--- config.mk ---
export PLATFORM = sky130hd
export DESIGN_NAME = b2g_stream_flat
export DESIGN_NICKNAME = d
export VERILOG_FILES = /design/src/rtl/b2g_stream_if.sv /design/src/rtl/b2g_stream.sv /design/src/flat_wrapper.sv
export SDC_FILE = /design/constraint.sdc
export NUM_CORES = 1
export LEC_CHECK = 0
export CORE_ASPECT_RATIO = 1.5
export CORE_MARGIN = 2
export CORE_UTILIZATION = 40
export DETAILED_ROUTE_END_ITERATION = 8
export PLACE_DENSITY_LB_ADDON = 0.08
export SYNTH_ARGS = -nofsm -noshare
export SYNTH_HDL_FRONTEND = slang
export SYNTH_SLANG_ARGS = --single-unit
export TNS_END_PERCENT = 50
--- constraint.sdc ---
create_clock -name clk -period 2.8 [get_ports clk]
set_clock_uncertainty 0.1 [all_clocks]
set_input_delay 0.84 -clock clk [delete_from_list [all_inputs] [get_ports clk]]
set_output_delay 0.84 -clock clk [all_outputs]
set_load 0.01 [all_outputs]
--- src/rtl/b2g_stream_if.sv ---
// rtl/b2g_stream_if.sv - handshake bundle for the binary-to-Gray stream encoder
interface b2g_stream_if #(
    parameter int N = 8
) ();
    logic         in_valid;
    logic         in_ready;
    logic [N-1:0] bin_in;
    logic         out_valid;
    logic         out_ready;
    logic [N-1:0] gray_out;
    logic         step_ok;

    // Encoder side: consumes binary words, produces tagged Gray words
    modport slave (
        input  in_valid,
        input  bin_in,
        input  out_ready,
        output in_ready,
        output out_valid,
        output gray_out,
        output step_ok
    );

    // Environment side: drives binary words and drains Gray words
    modport master (
        output in_valid,
        output bin_in,
        output out_ready,
        input  in_ready,
        input  out_valid,
        input  gray_out,
        input  step_ok
    );
endinterface

--- src/rtl/b2g_stream.sv ---
// rtl/b2g_stream.sv - streaming binary-to-Gray encoder with 2-entry output buffer and step check
module b2g_stream #(
    parameter int N = 8
) (
    input  logic          clk,
    input  logic          rst_n,
    b2g_stream_if.slave   s
);
    localparam logic [N-1:0] ONE = N'(1);

    localparam logic [1:0] CNT_EMPTY = 2'd0;
    localparam logic [1:0] CNT_ONE   = 2'd1;
    localparam logic [1:0] CNT_FULL  = 2'd2;

    // Occupancy 0..2; bit 1 alone means full because 3 is unreachable
    logic [1:0]   count;
    // Head entry drives the outputs directly; tail only holds the second word
    logic [N-1:0] head_gray;
    logic         head_ok;
    logic [N-1:0] tail_gray;
    logic         tail_ok;
    // Last accepted Gray word, the reference for the single-bit-change tag
    logic [N-1:0] prev_gray;

    logic [N-1:0] new_gray;
    logic [N-1:0] diff;
    logic         new_ok;
    logic         acc;
    logic         emit;

    assign new_gray = s.bin_in ^ (s.bin_in >> 1);
    assign diff     = new_gray ^ prev_gray;
    // Exactly one bit set: non-zero and clearing the lowest set bit leaves zero
    assign new_ok   = (diff != '0) && ((diff & (diff - ONE)) == '0);

    assign acc  = s.in_valid && !count[1];
    assign emit = s.out_ready && (count != CNT_EMPTY);

    // All outputs come straight from flops so no path exists from out_ready/in_valid
    assign s.in_ready  = !count[1];
    assign s.out_valid = (count != CNT_EMPTY);
    assign s.gray_out  = head_gray;
    assign s.step_ok   = head_ok;

    // Buffer occupancy, entry shifting and reference-word tracking
    always_ff @(posedge clk or negedge rst_n) begin
        if (!rst_n) begin
            count     <= CNT_EMPTY;
            head_gray <= '0;
            head_ok   <= 1'b0;
            tail_gray <= '0;
            tail_ok   <= 1'b0;
            prev_gray <= '0;
        end else begin
            case (count)
                CNT_EMPTY: begin
                    if (acc) begin
                        head_gray <= new_gray;
                        head_ok   <= new_ok;
                        count     <= CNT_ONE;
                    end
                end
                CNT_ONE: begin
                    if (acc && emit) begin
                        // Old head leaves, new word takes its place directly
                        head_gray <= new_gray;
                        head_ok   <= new_ok;
                    end else if (acc) begin
                        tail_gray <= new_gray;
                        tail_ok   <= new_ok;
                        count     <= CNT_FULL;
                    end else if (emit) begin
                        // Head keeps its value so gray_out holds while empty
                        count <= CNT_EMPTY;
                    end
                end
                default: begin
                    if (emit) begin
                        head_gray <= tail_gray;
                        head_ok   <= tail_ok;
                        count     <= CNT_ONE;
                    end
                end
            endcase
            if (acc) begin
                prev_gray <= new_gray;
            end
        end
    end
endmodule

--- src/flat_wrapper.sv ---
// flat-port wrapper written by rule: the top's interface ports become plain ports
module b2g_stream_flat 
#(
    parameter int N = 8
)
  (clk, rst_n, s_in_valid, s_bin_in, s_out_ready, s_in_ready, s_out_valid, s_gray_out, s_step_ok);
  b2g_stream_if #(.N(N)) s_i ();
  input  logic clk;
  input  logic rst_n;
  input wire logic [$bits(s_i.in_valid)-1:0] s_in_valid;
  input wire logic [$bits(s_i.bin_in)-1:0] s_bin_in;
  input wire logic [$bits(s_i.out_ready)-1:0] s_out_ready;
  output wire logic [$bits(s_i.in_ready)-1:0] s_in_ready;
  output wire logic [$bits(s_i.out_valid)-1:0] s_out_valid;
  output wire logic [$bits(s_i.gray_out)-1:0] s_gray_out;
  output wire logic [$bits(s_i.step_ok)-1:0] s_step_ok;
  assign s_i.in_valid = s_in_valid;
  assign s_i.bin_in = s_bin_in;
  assign s_i.out_ready = s_out_ready;
  assign s_in_ready = s_i.in_ready;
  assign s_out_valid = s_i.out_valid;
  assign s_gray_out = s_i.gray_out;
  assign s_step_ok = s_i.step_ok;
  b2g_stream #(.N(N)) u_core (.clk(clk), .rst_n(rst_n), .s(s_i));
endmodule
# [Word level (Yosys, flattened, before mapping)]
# Index checks and enable logic that the tools add are counted.
[op_classes] eq_ne=5 n_reduce_logical=13 bitwise_logic=4 order_cmp=0 multipliers=0 addsub=1 n_div=0 shift=0 n_mux=14
[op_table] operator="2-to-1 mux 8 bit" count=3
[op_table] operator="case mux 8 bit (2 select lines)" count=1
[op_table] operator="2-to-1 mux 2 bit" count=5
[op_table] operator="AND 8 bit" count=1
[op_table] operator="logical NOT 8 bit" count=1
[op_table] operator="nonzero test 8 bit" count=1
[op_table] operator="subtractor 8 x 1 -> 8 bit, second input constant" count=1
[op_table] operator="XOR 8 x 7 -> 8 bit" count=1
[op_table] operator="XOR 8 bit" count=1
[op_table] operator="AND reduction 3 bit" count=2
[op_table] operator="logical AND 1 bit" count=4
[op_table] operator="inequality test 2 x 1 -> 1 bit, second input constant" count=2
[op_table] operator="case mux 2 bit (2 select lines)" count=1
[op_table] operator="AND reduction 4 bit" count=1
[op_table] operator="2-to-1 mux 1 bit" count=3
[op_table] operator="inequality test 3 x 1 -> 1 bit, second input constant" count=1
[op_table] operator="nonzero test 3 bit" count=1
[op_table] operator="== test 2 x 1 -> 1 bit, second input constant" count=1
[op_table] operator="logical NOT 2 bit" count=1
[op_table] operator="inequality test 2 bit, second input constant" count=1
[op_table] operator="case mux 1 bit (2 select lines)" count=1
[op_table] operator="nonzero test 2 bit" count=1
[op_table] operator="logical NOT 1 bit" count=1
[op_table] operator="inverter 1 bit" count=1
[word_totals] rom_bits=0 reg_bits=28 inputBits=12 wordCells=43 mem_count=0 out_inout_bits=11 latch_bits=0 mem_bits_rw=0

# [Longest topological paths before layout]
[logic_depth] depth_word=8 mapped_depth=7 mapped_depth_nobuf=6

# [Worst setup path before layout]
# No wires, ideal clock.
[synth_timing] path_kind="input -> register" start="in s_bin_in[7]" end="reg u_core.head_ok (netlist: u_core.s.step_ok)" required_ps=2626 setup_slack_ps=776 n_path_buf=0 arrival_ps=1850 stages=6 setup_time_ps=74 cell_sequence="or3b_2 -> o21ai_0 -> a31o_1 -> o211ai_1 -> and2_4 -> o21ai_2"
[synth_between] elab_chain_cells=8 word_cells_on_any_way=10 classes_between="1 x add/sub; 3 x mux; 3 x bitwise; 3 x reduce/logical"
[synth_rtl] element="start, declared" line="flat_wrapper.sv:11" rtl="input wire logic [$bits(s_i.bin_in)-1:0] s_bin_in;"
[synth_rtl] element="XOR 8 x 7 -> 8 bit (*)" line="b2g_stream.sv:31" rtl="assign new_gray = s.bin_in ^ (s.bin_in >> 1);"
[synth_rtl] element="XOR 8 bit (*)" line="b2g_stream.sv:32" rtl="assign diff = new_gray ^ prev_gray;"
[synth_rtl] element="subtractor 8 x 1 -> 8 bit" line="b2g_stream.sv:34" rtl="assign new_ok = (diff != '0) && ((diff & (diff - ONE)) == '0);"
[synth_rtl] element="AND 8 bit" line="b2g_stream.sv:34"
[synth_rtl] element="logical NOT 8 bit" line="b2g_stream.sv:34"
[synth_rtl] element="logical AND 1 bit (*)" line="b2g_stream.sv:34"
[synth_rtl] element="2-to-1 mux 1 bit (on tied branches)" line="b2g_stream.sv:64, b2g_stream.sv:57"
[synth_rtl] element="case mux 1 bit (2 select lines) (*)" line="b2g_stream.sv:55" rtl="case (count)"
[synth_rtl] element="end signal, assigned" line="b2g_stream.sv:59" rtl="head_ok <= new_ok;"
[synth_rtl] element="end signal, assigned" line="b2g_stream.sv:67" rtl="head_ok <= new_ok;"
[synth_rtl] element="end signal, assigned" line="b2g_stream.sv:80" rtl="head_ok <= tail_ok;"
[synth_rtl] element="end, declared" line="b2g_stream.sv:19" rtl="logic head_ok;"
# Mark *: on every way between the ends. The rest lies on a longest branch, timed or not. The select of a mux whose other input is x is not followed.
# A chain may end at the register's enable or synchronous reset.

# [Worst setup path in the final report]
[layout_timing] start="in s_bin_in[7]" end="reg u_core.tail_ok"
[layout_between] elab_chain_cells=6 word_cells_on_any_way=7 classes_between="1 x add/sub; 3 x bitwise; 3 x reduce/logical"
[layout_rtl] element="XOR 8 x 7 -> 8 bit (*)" line="b2g_stream.sv:31"
[layout_rtl] element="XOR 8 bit (*)" line="b2g_stream.sv:32"
[layout_rtl] element="subtractor 8 x 1 -> 8 bit" line="b2g_stream.sv:34"
[layout_rtl] element="AND 8 bit" line="b2g_stream.sv:34"
[layout_rtl] element="logical NOT 8 bit" line="b2g_stream.sv:34"
[layout_rtl] element="logical AND 1 bit (*)" line="b2g_stream.sv:34"
[layout_rtl] element="end signal, assigned" line="b2g_stream.sv:70" rtl="tail_ok <= new_ok;"
[layout_rtl] element="end, declared" line="b2g_stream.sv:21" rtl="logic tail_ok;"
# Mark *: on every way between the ends. The rest lies on a longest branch, timed or not.

==> flow_summary.json <==
{
  "drt_wl_total_mm": 3.099,
  "crit_buf_inv": 2,
  "synth_top_area_share_pct": 44.91,
  "htreeDepth": 1,
  "slowest_stage": "clkdlybuf4s50_1",
  "crit_arrival_ps": 2520,
  "dieArea_um2": 4427,
  "status": "complete, no violations",
  "path_delay_family": "buffers and inverters",
  "cts_resized": 0,
  "synth_top_cell_by_area": "dfrtp_1",
  "cts_buffer_depth": 2,
  "grt_antenna_before_repair": 0,
  "period_minus_slack_ps": 2451,
  "max_freq_mhz": 408.0,
  "drt-initial-drc-count": 18,
  "finalMaxSlewViolations": 0,
  "cts_hold_buf": 0,
  "n_fill_cell": 369,
  "drt_drc_violations_left": 0,
  "fp.dieW_um": 55.00,
  "rsz0062_at_grt": "false",
  "hold_viol": 0,
  "vias": 1195,
  "path_clk_slew_ps": 90,
  "synth_area_um2": 1560,
  "root_buffer": "clkbuf_8",
  "post_drt_wl_per_cell_um": 13.42,
  "port_buffers": 22,
  "dp.cells": 227,
  "regArea_um2": 700.7,
  "grt-ovfl-total": 0,
  "ir_worst_vdd_v": 0.0003706,
  "whs_ps": 383.6,
  "cap_violations": 0,
  "cts_buffers": 3,
  "power_density_nw_per_um2": 713.1,
  "final.setup.tns_ps": 0,
  "synth_fp_nets": 176,
  "finalSetupViolations": 0,
  "finalCritPeriodShare_pct": 87.53,
  "cp.required_ps": 2870,
  "worstSkewPairLatency_ps": 280,
  "ys.flop_type": "dfrtp_1",
  "syn_inst": 164,
  "ys_warn_count": 0,
  "io-pin-count": 23,
  "final_layout_size_suffix_gt1_share_pct": 15.43,
  "syn_area_per_cell_um2": 9.514,
  "max_stage_delay_ps": 650,
  "cts_tree": "done",
  "num_antenna_cells": 0,
  "gp_congestion": 0.7651,
  "ys_types": 42,
  "crit_type": "in2reg",
  "dr.pass1.iters": 4,
  "p_leak_nw": 0.7832,
  "max_slew.worst_pin.slew_ps": 628.0,
  "path_common_cell": "nand4_1",
  "die_h_um": 80.49,
  "row_count": 27,
  "grt_first_pass_wirelength_mm": 5.209,
  "hp-class": "reg2reg",
  "grt_pass1_vias": 1220,
  "grt_start_max_net_pins": 29,
  "cts_setup_buffers": 0,
  "nets": 201,
  "slew-limit-headroom_pct": 57.84,
  "ys_top_cells_by_count": "dfrtp_1, nand2_1, a21oi_1, nor2_1, o21ai_0",
  "cts.sinks": 28,
  "initial_utilization_pct": 41.99,
  "crit_path_start_kind": "primary input",
  "viasPerCell": 5.173,
  "multi_input_area_um2": 774.5,
  "ant_nets": 0,
  "dp_hpwl_mm": 2.412,
  "yosys-top-cells-area": "dfrtp_1, a21oi_1, xnor2_1, nand2_1, nor2_1",
  "synth_most_common_cell": "dfrtp_1",
  "yosysSeqAreaShare_pct": 44.91,
  "synthToLayoutAreaGrowth_pct": 21.73,
  "async_reset_ff_share_pct": 100.0,
  "crit_path_cell_trace": "clkdlybuf4s50_1 -> buf_4 -> nand2_1 -> a32oi_1 -> xor2_1 -> nand4_1 -> nand4_1 -> o22ai_2",
  "ys_ff_latch": 28,
  "core-area_um2": 3716,
  "finalNonFillerCells": 231,
  "synth_edf_count": 0,
  "critPathMaxFanout": 9,
  "track_usage_pct": 16.13,
  "endpoint_kind": "flip-flop"
}
-- cell usage in the layout (no fill, tap or decap), types with 2 or more instances in the layout --
cell type and instances:
dfrtp_1 28, clkdlybuf4s50_1 22, nand2_1 18, nor2_1 17, a21oi_1 17, o21ai_0 10
xnor2_1 9, buf_4 9, o21ai_1 8, xor2_1 4, inv_1 3, nand4_1 3
clkbuf_8 3, and3_1 2, mux2i_1 2, nand3_1 2, o22ai_2 2, o21ai_2 2
o211ai_1 2, nor3_1 2, mux2_2 2
-- through the flow --
stage	util, %	area (µm²)	total power [W]	setup WS [ps]
after CTS	51.11	1899	0.001377	364.3
after detailed placement	49.19	1828	0.001049	57.35
after global routing	51.11	1899	0.001451	253.2
final	51.11	1899	0.001354	349.1
after floorplan	-	1560	0.0008722	776.2
after global placement	49.19	1828	0.001028	95.47
-- worst reg2reg max path: cells and delay by family, from the launching register on --
family | cells | cell delay (ps)
simple gates | 2 | 580
flops | 1 | 470
compound gates | 4 | 600
-- per-layer routing --
metal  wire length (µm)  GRT usage [%]
met5                  0              0
met4                 57          6.829
met3                109          1.859
met2               1603          28.69
met1               1328          18.49
-- flip-flops by register name, summed over array words and instances, names as in the netlist --
signal / cells
u_core.s.gray_out: 8
u_core.tail_ok: 1
u_core.s.step_ok: 1
u_core.tail_gray: 8
u_core.prev_gray: 8
u_core.count: 2
-- final cells by class --
type | count | area share [%]
flip-flops and latches | 28 | 36.89
inverters | 3 | 0.5929
repair buffers | 31 | 15.15
clock buffers | 3 | 2.174
multi-input cells | 122 | 40.78
well taps | 43 | 2.833
clock inverters | 1 | 1.581
-- cell families (layout without fill, tap and decap cells) --
kind of cell | Yosys count | count (layout) | share of synthesized area (%)
multiplexers | 5 | 5 | 3.448
flip-flops | 28 | 28 | 44.91
AO/OA/AOI/OAI | 49 | 49 | 19.65
buffers and inverters | 14 | 38 | 5.452
XOR/XNOR | 15 | 15 | 10.10
AND/OR/NAND/NOR | 53 | 53 | 16.44
-- final timing paths --
| kind | from | end | slack [ps] | depth (start not counted) |
|---|---|---|---|---|
| max | s_bin_in[7] | u_core.tail_ok$_DFFE_PN0P_ | 350 | 8 |
| min | u_core.s.gray_out[5]$_DFFE_PN0P_ | u_core.s.gray_out[5]$_DFFE_PN0P_ | 380 | 2 |
| max reg2reg | u_core.prev_gray[6]$_DFFE_PN0P_ | u_core.s.step_ok$_DFFE_PN0P_ | 990 | 6 |
| min reg2reg | u_core.s.gray_out[5]$_DFFE_PN0P_ | u_core.s.gray_out[5]$_DFFE_PN0P_ | 380 | 2 |
| max in group asynchronous | rst_n | u_core.s.step_ok$_DFFE_PN0P_ | 1500 | 2 |
| min in group asynchronous | rst_n | u_core.prev_gray[5]$_DFFE_PN0P_ | 830 | 2 |
-- power breakdown --
part           internal (W)  total [W]  switching [W]
registers          0.000512   0.000586      0.0000741
clock network      0.000192   0.000323       0.000131
logic              0.000228   0.000446       0.000218
No activity file was read; power rests on OpenSTA's default activity.
